## config.mk

```make
export PLATFORM = sky130hd
export DESIGN_NAME = sram_audio_arbiter
export DESIGN_NICKNAME = d
export VERILOG_FILES = /design/src/rtl/sram_audio_arbiter.sv
export SDC_FILE = /design/constraint.sdc
export NUM_CORES = 1
export LEC_CHECK = 0
export CORE_AREA = 4 4 100 102
export CTS_BUF_LIST = sky130_fd_sc_hd__clkbuf_2
export DETAILED_ROUTE_END_ITERATION = 10
export DIE_AREA = 0 0 104 106
export HOLD_SLACK_MARGIN = 0.12
export PLACE_DENSITY = 0.8
export SLEW_MARGIN = 20
export SYNTH_ARGS = -nofsm -noshare
export SYNTH_HDL_FRONTEND = slang
export SYNTH_SLANG_ARGS = --single-unit
```

## constraint.sdc

```tcl
create_clock -name clk -period 2.1 [get_ports clk]
set_clock_uncertainty 0.2 [all_clocks]
set_input_delay 0.21 -clock clk [delete_from_list [all_inputs] [get_ports clk]]
set_output_delay 0.21 -clock clk [all_outputs]
set_load 0.1 [all_outputs]
```

## src/rtl/sram_audio_arbiter.sv

```systemverilog
`default_nettype none
// ============================================================================
// Module      : sram_audio_arbiter
// Description : Shares one SRAM between the I2S record path (writer) and the
//               I2S playback path (reader). Issues multi-cycle read/write
//               sequences towards the SRAM controller and keeps the record
//               and playback pointers of a circular sample buffer.
// Options     : SRAM_ARB_FULL_GUARD_EN - keep an occupancy count, drop writes
//               into a full buffer (overrun) and return 0 for reads from an
//               empty buffer (underrun).
// Revision    : 1.0 - initial release
// ============================================================================
module sram_audio_arbiter #(
  parameter int ADDR_W    = 18,
  parameter int DATA_W    = 16,
  parameter int BUF_DEPTH = 262144
) (
  input  logic              clk,
  input  logic              reset_n,
  input  logic              wr_req,
  input  logic [DATA_W-1:0] wr_data,
  output logic              wr_ack,
  input  logic              rd_req,
  output logic              rd_ack,
  output logic [DATA_W-1:0] rd_data,
  output logic [ADDR_W-1:0] sram_address,
  output logic              sram_rwb,
  output logic [DATA_W-1:0] sram_write_data,
  input  logic [DATA_W-1:0] sram_read_data,
  output logic              overrun,
  output logic              underrun
);

  // Sequencer states; IDLE is the only state that arbitrates.
  typedef enum logic [2:0] {
    IDLE      = 3'd0,
    WR_SETUP  = 3'd1,
    WR_PULSE  = 3'd2,
    WR_HOLD   = 3'd3,
    RD_SETUP  = 3'd4,
    RD_SAMPLE = 3'd5
  } state_t;

  // Last valid buffer index; pointers wrap from here back to 0.
  localparam logic [ADDR_W-1:0] PTR_LAST = ADDR_W'(BUF_DEPTH - 1);

  state_t            state;
  logic [ADDR_W-1:0] wr_ptr;
  logic [ADDR_W-1:0] rd_ptr;
  // 1 = the most recent grant went to the reader, so the writer wins a tie.
  logic              last_grant_rd;

  // Circular-buffer pointer advance.
  function automatic logic [ADDR_W-1:0] ptr_inc(input logic [ADDR_W-1:0] p);
    return (p == PTR_LAST) ? '0 : p + ADDR_W'(1);
  endfunction

`ifdef SRAM_ARB_FULL_GUARD_EN
  // Occupancy needs to represent 0..BUF_DEPTH inclusive.
  localparam int              CNT_W    = $clog2(BUF_DEPTH + 1);
  localparam logic [CNT_W-1:0] CNT_FULL = CNT_W'(BUF_DEPTH);

  logic [CNT_W-1:0] count;
  // Latched at the write grant: this write targets a full buffer.
  logic             wr_drop;
`else
  // Without the guard there is no occupancy tracking to report on.
  assign overrun  = 1'b0;
  assign underrun = 1'b0;
`endif

  // Arbitration, access sequencing, pointer bookkeeping and registered outputs.
  always_ff @(posedge clk or negedge reset_n) begin
    if (!reset_n) begin
      state           <= IDLE;
      sram_rwb        <= 1'b1;
      sram_address    <= '0;
      sram_write_data <= '0;
      rd_data         <= '0;
      wr_ack          <= 1'b0;
      rd_ack          <= 1'b0;
      wr_ptr          <= '0;
      rd_ptr          <= '0;
      last_grant_rd   <= 1'b1;
`ifdef SRAM_ARB_FULL_GUARD_EN
      count           <= '0;
      wr_drop         <= 1'b0;
      overrun         <= 1'b0;
      underrun        <= 1'b0;
`endif
    end else begin
      // Acks and status flags are single-cycle pulses.
      wr_ack   <= 1'b0;
      rd_ack   <= 1'b0;
`ifdef SRAM_ARB_FULL_GUARD_EN
      overrun  <= 1'b0;
      underrun <= 1'b0;
`endif
      case (state)
        IDLE: begin
          sram_rwb <= 1'b1;
          // Writer wins when alone, or on a tie when the reader went last.
          if (wr_req && (!rd_req || last_grant_rd)) begin
            state           <= WR_SETUP;
            sram_address    <= wr_ptr;
            sram_write_data <= wr_data;
            last_grant_rd   <= 1'b0;
`ifdef SRAM_ARB_FULL_GUARD_EN
            wr_drop         <= (count == CNT_FULL);
`endif
          end else if (rd_req) begin
            state         <= RD_SETUP;
            sram_address  <= rd_ptr;
            last_grant_rd <= 1'b1;
          end
        end

        WR_SETUP: begin
          state <= WR_PULSE;
`ifdef SRAM_ARB_FULL_GUARD_EN
          // A dropped write never strobes the SRAM.
          sram_rwb <= wr_drop;
`else
          sram_rwb <= 1'b0;
`endif
        end

        WR_PULSE: begin
          state    <= WR_HOLD;
          sram_rwb <= 1'b1;
          wr_ack   <= 1'b1;
`ifdef SRAM_ARB_FULL_GUARD_EN
          overrun  <= wr_drop;
`endif
        end

        WR_HOLD: begin
          state    <= IDLE;
          sram_rwb <= 1'b1;
`ifdef SRAM_ARB_FULL_GUARD_EN
          if (!wr_drop) begin
            wr_ptr <= ptr_inc(wr_ptr);
            count  <= count + CNT_W'(1);
          end
`else
          wr_ptr <= ptr_inc(wr_ptr);
`endif
        end

        RD_SETUP: begin
          state    <= RD_SAMPLE;
          sram_rwb <= 1'b1;
          rd_ack   <= 1'b1;
`ifdef SRAM_ARB_FULL_GUARD_EN
          underrun <= (count == '0);
`endif
        end

        RD_SAMPLE: begin
          state    <= IDLE;
          sram_rwb <= 1'b1;
`ifdef SRAM_ARB_FULL_GUARD_EN
          // Empty buffer: hand back silence and leave the read pointer alone.
          if (count == '0) begin
            rd_data <= '0;
          end else begin
            rd_data <= sram_read_data;
            rd_ptr  <= ptr_inc(rd_ptr);
            count   <= count - CNT_W'(1);
          end
`else
          rd_data <= sram_read_data;
          rd_ptr  <= ptr_inc(rd_ptr);
`endif
        end

        default: begin
          state    <= IDLE;
          sram_rwb <= 1'b1;
        end
      endcase
    end
  end

endmodule
`default_nettype wire
```

==> impl_results.md, run 1 <==
- Outcome: finished, final reports clean
- Clock root buffer: clkbuf_2
- Final number of max-transition violations: 0
- Top Metal Used: met4
- Synth-to-layout area growth: 34.96%
- Required time of the worst setup path: roughly 2400 ps
- DR WL met2: around 5.2 mm
- Async S/R FF share, synth: 100.0%
- CTS tree: built
- Number of buffers on the longest clock path: 2
- Crit start category: flop
- Worst hold-check path type: in2reg
- Number of vias per cell after detailed routing: ~5.3
- Max-Slew Margin vs Limit: approximately three fifths
- Inst Count DP: a little under 600
- Via total after detailed routing: between 3,000 and 4,000
- Worst-margin pin slew: 589.0 ps
- RSZ-0062 raised after global routing: true
- Pin count of the biggest net entering global routing: between 40 and 50
- Max_cap viols: 0
- Die area: approximately 11,000 sq um
- Share of the clock period used by the worst path: 95.20%
- Length of routed wiring on met1: roughly 4.0 mm
- Sequential element share of the synthesized area: a little under three fifths
- Endpoints failing setup: 0
- Die X: 104 um
- Routed Antenna Nets: 0
- Detailed placer's ending HPWL: just under 7 mm
- Num ports: just over 90
- Die Height: 106 um
- Distinct cells, synth: 47
- Count of placed standard cells in the final layout, fillers left out: approximately 630
- Average routed wire per standard cell: between 15 and 20 um
- Total standard cell area after synthesis: between 4000 and 5000 sq um
- Sink count of the clock tree: 93
- Leading register cell type out of synthesis: dfrtp_1
- Min Hold Slack: just over 200 ps
- Minimum clock period: between 1500 and 2000 ps
- Clock buffers created by TritonCTS: 9
- Signal arrival time at the worst endpoint: about 2300 ps
- Wirelength, routed: between 9 and 10 mm
- Worst setup path end: rd_ptr[16]
- Number of flops mapped to enable cells by yosys: 0
- Startpoint of the tightest hold check path: rd_req
- Path depth of the worst reg2reg path: 5
- Endpoint of the lowest-slack register-to-register path: rd_ptr[16]
- Register bit count reported by yosys: between 90 and 100
- Number of input and output port buffers inserted: 88
- Routability cong.: 0.8125
- Top achievable clock speed: 500.2 MHz
- Maximum fanout count along the critical path: 6
- DRC Markers: 0
- Avg Inst Size Synth: around 11 sq um
- Clock slew at the register clock pins of the worst setup and hold paths: about 270 ps
- DR WL met3: between 400 and 500 um
- Maximum level of the CTS H-tree: 3
- Clk Latency, worst-skew pair: around 560 ps
- Element type at the critical path end: flop
- First-pass GRT wire length: roughly 16 mm
- Worst r2r src: rd_ptr[5]
- Setup Crit Path Kind: reg2reg
- Share of cells above drive strength 1: between 20% and 30%
- Tot GR Track Use: 18.58%
- Register-to-register setup slack: slightly above 100 ps
- First-pass iteration count of the detailed router: 4
- Hold Fails Final Rpt: 0
- Total gr overflow: 0
- Worst Slack Setup Final: between 100 and 150 ps
- Antenna violations before repair: 1
- Worst setup startpoint: rd_ptr[5]
- Synthesis Warnings: 0
- Effective utilization at floorplan: about 46%
- Vias in the first global route: around 3,400
- Number of DRC markers in iteration 0: 120
- Synthesized netlist cell count: ~380
- Num rows: 35
- Core area: around 9100 sq um
- Worst setup timing slack at the placement stage: between 40 and 50 ps
- Nets: approximately 560
[layout by cell type, fill, tap and decap left out, types with 2 or more instances in the layout]
cell type / instances
mux2i_1: 18
mux2_2: 7
nand2_1: 64
nor3b_1: 3
and3_1: 4
conb_1: 2
nand4_2: 2
dlygate4sd3_1: 34
dfrtp_1: 90
or4_1: 2
o41ai_1: 2
ha_1: 2
buf_12: 2
xnor2_1: 12
nor3_1: 6
inv_1: 8
dfstp_2: 2
bufinv_16: 3
buf_4: 70
nor4_1: 3
nand3_1: 10
nand4_1: 7
and4_1: 2
mux2_4: 9
nor2_1: 35
or3_1: 6
o21ai_0: 9
clkdlybuf4s50_1: 34
a21oi_1: 26
xor2_1: 13
o31ai_1: 3
clkbuf_2: 10
and2_1: 2
[cell families after synthesis]
kind of cell	Yosys count	synth area share, %
fa+ha+maj	2	0.6021
flops	93	56.07
buf+inv	26	3.643
compound gates	46	6.293
xor+xnor	25	5.269
other cells	1	0.09025
mux	34	9.485
simple gates	156	18.55
[state kept, by name, summed over array words and instances, names as in the netlist]
| register | flops |
|---|---|
| rd_data | 16 |
| sram_address | 18 |
| wr_ptr | 18 |
| rd_ack | 1 |
| state | 3 |
| last_grant_rd | 1 |
| sram_write_data | 16 |
| wr_ack | 1 |
| rd_ptr | 18 |
| sram_rwb | 1 |
[worst max-delay path: stages (launching register included)]
cell and delay, ps:
dfrtp_1 510, nand4_1 250, or3_4 430, buf_4 170, nor3b_1 230, xor2_1 160
[Yosys cell counts (3+ instances only)]
cell type  number  area (sq um)
dfrtp_1        91          2277
nand2_1        64         240.2
nor2_1         35         131.4
a21oi_1        26         130.1
mux2i_1        18         180.2
xor2_1         13         113.9
xnor2_1        12         105.1
nand3_1        10         50.05
mux2_4          9         135.1
o21ai_0         9         45.04
inv_1           8         30.03
mux2_2          7         78.83
nand4_1         7         43.79
nor3_1          7         35.03
or3_1           7         43.79
clkbuf_1        6         22.52
and3_1          4         25.02
buf_2           3         15.01
buf_4           3         22.52
buf_6           3         33.78
nor3b_1         3         22.52
nor4_1          3         18.77
o31ai_1         3         22.52
[repair_timing]
action,CTS,global route
resized for setup,0,4
hold buffers,34,0
setup endpoints to repair,0,9
buffers inserted,0,0
hold endpoints to repair,125,0
[layer usage]
| metal | vias to the layer above | GRT usage (%) |
|---|---|---|
| met2 | 104 | 32.82 |
| li1 | 1577 | - |
| met4 | 0 | 7.597 |
| met5 | - | 0 |
| met1 | 1635 | 22.43 |
| met3 | 16 | 3.461 |
[worst min-delay path by stage]
| stage | end | slack [ps] | cells after the start |
|---|---|---|---|
| 2_1_floorplan | rd_ack | -290 | 0 |
| 3_3_place_gp | wr_ack | 50 | 1 |
| 3_5_place_dp | sram_write_data[10] | 60 | 1 |
| 4_1_cts | state[2] | 160 | 4 |
| 5_1_grt | state[2] | 190 | 4 |
| 6_report | state[2] | 200 | 4 |
[area by class of cell]
class                           count  area, sq um
Clock inverter                      6        111.4
Fill cell                         718         3501
Sequential cell                    93         2331
Tap cell                          111        138.9
Antenna cell                        1        2.502
Inverter                            8        30.03
Clock buffer                       10        50.05
Timing Repair Buffer              140         1246
Multi-Input combinational cell    265         1698
[per-stage QoR]
stage          util (%)  instance area (sq um)  TNS, ps
6_report          61.57                   5608        0
5_1_grt           61.57                   5608   -13.78
4_1_cts           61.35                   5588        0
3_5_place_dp      55.84                   5086        0
3_3_place_gp      55.84                   5086        0
2_1_floorplan         -                   4159        0
Power of run 1 is not shown: default switching activity piles up to over one toggle a cycle in this logic, so the estimate is an artifact.
==> run 2: changes to the inputs <==
--- a/config.mk
+++ b/config.mk
@@ -5,12 +5,13 @@
 export SDC_FILE = /design/constraint.sdc
 export NUM_CORES = 1
 export LEC_CHECK = 0
-export CORE_AREA = 4 4 100 102
+export ABC_AREA = 1
+export CORE_AREA = 4 4 102 104
 export CTS_BUF_LIST = sky130_fd_sc_hd__clkbuf_2
 export DETAILED_ROUTE_END_ITERATION = 10
-export DIE_AREA = 0 0 104 106
+export DIE_AREA = 0 0 106 108
 export HOLD_SLACK_MARGIN = 0.12
-export PLACE_DENSITY = 0.8
+export PLACE_DENSITY = 0.81
 export SLEW_MARGIN = 20
 export SYNTH_ARGS = -nofsm -noshare
 export SYNTH_HDL_FRONTEND = slang
==> impl_results.md, run 2 <==
- Cell class contributing the biggest share of worst-path delay: buffers and inverters
- Tot GR Track Use: roughly a fifth
- Sequential element share of the synthesized area: approximately 52%
- Leading register cell type out of synthesis: dfrtp_1
- Wirelength, routed: around 11 mm
- Worst hold-check path type: in2reg
- Final number of max-transition violations: 0
- Synthesis Warnings: 0
- Final core area utilization: about three fifths
- Leak pwr: 3.028 nW
- Detailed placer's ending HPWL: about 8 mm
- Die Height: ~110 um
- Power consumption: a little under 10 mW
- Pin count of the biggest net entering global routing: 32
- Synthesized netlist cell count: 547
- DRC Markers: 0
- Vias in the first global route: 3,910
- Clock network power share: 10.8%
- Number of DRC markers in iteration 0: 180
- Minimum clock period: just under 2000 ps
- Top achievable clock speed: slightly above 500 MHz
- Total of hold buffers inserted after clock tree synthesis: 36
- Area share of the largest cell type after synthesis: 50.97%
- Number of vias per cell after detailed routing: 4.897
- Core area: 9549 sq um
- Nets: ~700
- Share of cells above drive strength 1: 16.28%
- Number of buffers on the longest clock path: 2
- Cell internal pwr: just under 4 mW
- Clk Latency, worst-skew pair: roughly 550 ps
- Max_cap viols: 0
- Net load switching power: 5.744 mW
- Crit start category: input port
- Sink count of the clock tree: just over 90
- Sum of negative setup slack: 0 ps
- Inst Count DP: approximately 760
- Register bit count reported by yosys: 93
- Most used cells in the layout excluding fill and tap cells: nand2_1, dfrtp_1, buf_4, inv_1, nor2_1
- Top cells by instance count after synthesis: nand2_1, dfrtp_1, inv_1
- Total standard cell area after synthesis: about 4500 sq um
- Most common library cell in the layout ignoring fill and taps: nand2_1
- Placed cell areas: 5375 sq um
- Distinct cells, synth: 36
- Hold Fails Final Rpt: 0
- Endpoints failing setup: 0
- Outcome: finished, final reports clean
- First-pass GRT wire length: 18.77 mm
- Routability cong.: 0.8679
- Required time of the worst setup path: ~2400 ps
- Routed Antenna Nets: 0
- Filler cells: 817
- Maximum level of the CTS H-tree: 3
- Avg Inst Size Synth: slightly above 8 sq um
- Top cells by area in the synthesized netlist: dfrtp_1, nand2_1, inv_1
- Cells along the critical path: dlygate4sd3_1 -> clkdlybuf4s50_1 -> inv_1 -> o21ai_4 -> inv_2 -> o211ai_1 -> nand2_1
- Number of input and output port buffers inserted: 88
- Sw frac: about three fifths
- Flop pwr share: between 20% and 30%
- Die X: ~110 um
- Post-CTS Setup Inserts: 0
- Clock root buffer: clkbuf_2
- Share of the clock period used by the worst path: 93.54%
- Count of placed standard cells in the final layout, fillers left out: roughly 820
- First-pass iteration count of the detailed router: 5
- CTS tree: built
- Total gr overflow: 0
- Maximum fanout count along the critical path: 31
- Element type at the critical path end: flop
- Via total after detailed routing: approximately 4,000
- Clock buffers created by TritonCTS: 9
- Combinational power share: between 50% and 60%
- Largest registers: rd_ptr (18), sram_address (18), wr_ptr (18)
- PostCTS Resize Cnt: 0
- Standard cell with the maximum stage delay on the critical path: dlygate4sd3_1
- Maximum vdd ir drop: between 1 and 1.5 mV
- Effective utilization at floorplan: ~47%
- Number of buffers and inverters on the critical path: 4
- Synth-to-layout area growth: 31.81%
- Async S/R FF share, synth: 100.0%
- Library cell occupying the most area in the post-synthesis netlist: dfrtp_1
- Setup Crit Path Kind: in2reg
- Number of flops mapped to enable cells by yosys: 0
- Antenna violations before repair: 1
- Average routed wire per standard cell: between 10 and 15 um
- RSZ-0062 raised after global routing: false
- Crit path largest cell delay: between 500 and 600 ps
- Power per Cell Area: ~1600 nW/um^2
- Most frequently used cell type in the post-synthesis netlist: nand2_1
- Clock slew at the register clock pins of the worst setup and hold paths: between 200 and 300 ps
- Num rows: 36
- Signal arrival time at the worst endpoint: roughly 2200 ps
- Die area: about 11,000 sq um
- Num ports: about 90
- Final Instance Area: approximately 5900 sq um
[run 2: cell types whose count changed in the layout (fill, tap and decap cells not counted), moves of 16 or more]
cell      before  now
a21oi_1       26    6
inv_1          8   54
nand3_1       10   33
nand2_1       64  216
o211ai_1       1   17
mux2i_1       18    0
[run 2: worst paths after layout]
path / from / end / slack (ps) / depth (start not counted)
setup / recovery: rd_req / sram_address[4] / 140 / 7
hold / removal: wr_req / sram_address[15] / 260 / 4
setup reg to reg: state[0] / sram_address[13] / 310 / 6
hold reg to reg: sram_write_data[14] / sram_write_data[14] / 310 / 2
max in group asynchronous: reset_n / wr_ptr[15] / 880 / 4
min in group asynchronous: reset_n / sram_rwb / 520 / 3
[run 2: metrics by stage]
stage	worst slack [ps]	hold WS, ps
floorplan	523.5	-285.6
global placement	191.6	-1.308
detailed placement	72.85	-0.1666
CTS	149.3	255.2
global route	56.84	263.8
finish	135.7	260.3
[run 2: cell type report]
cell class	count	area [sq um]	area share, %
sequential	93	2330	39.56
multi-input combinational	383	1831	31.08
timing repair buffer	132	1201	20.40
inverter	58	217.7	3.697
tap	133	166.4	2.826
clock inverter	7	96.34	1.636
clock buffer	9	45.04	0.7648
antenna	1	2.502	0.04249
[run 2: worst min-delay path, stage by stage]
cell and delay [ps]:
clkdlybuf4s50_1 460, o21ai_4 160, o211ai_1 100, nand2_1 60
[run 2: cells by family after synthesis]
kind of cell | Yosys count | synth area share [%]
XOR/XNOR | 13 | 2.548
AND/OR/NAND/NOR | 328 | 31.81
other | 1 | 0.08393
adder cells (fa/ha/maj) | 2 | 0.5600
AO/OA/AOI/OAI | 38 | 5.881
flip-flops | 93 | 52.14
buffers and inverters | 72 | 6.972
[run 2: power groups by stage]
stage / clock network [mW] / logic, mW / registers, mW
finish: 1.04 / 5.80 / 2.85
global route: 1.14 / 6.07 / 2.92
CTS: 1.06 / 5.82 / 2.84
detailed placement: 0 / 5.77 / 2.86
global placement: 0 / 5.67 / 2.86
floorplan: 0 / 1.10 / 6.23
[run 2: layer usage]
| metal | share of wire [%] | up-vias | global-route usage (%) |
|---|---|---|---|
| met1 | 44 | 1909 | 27.13 |
| met2 | 49 | 106 | 34.61 |
| met4 | 1.6 | 0 | 7.031 |
| li1 | - | 1967 | - |
| met3 | 5.1 | 14 | 3.642 |
| met5 | 0 | - | 0 |
(Power assumes the default switching activity.)
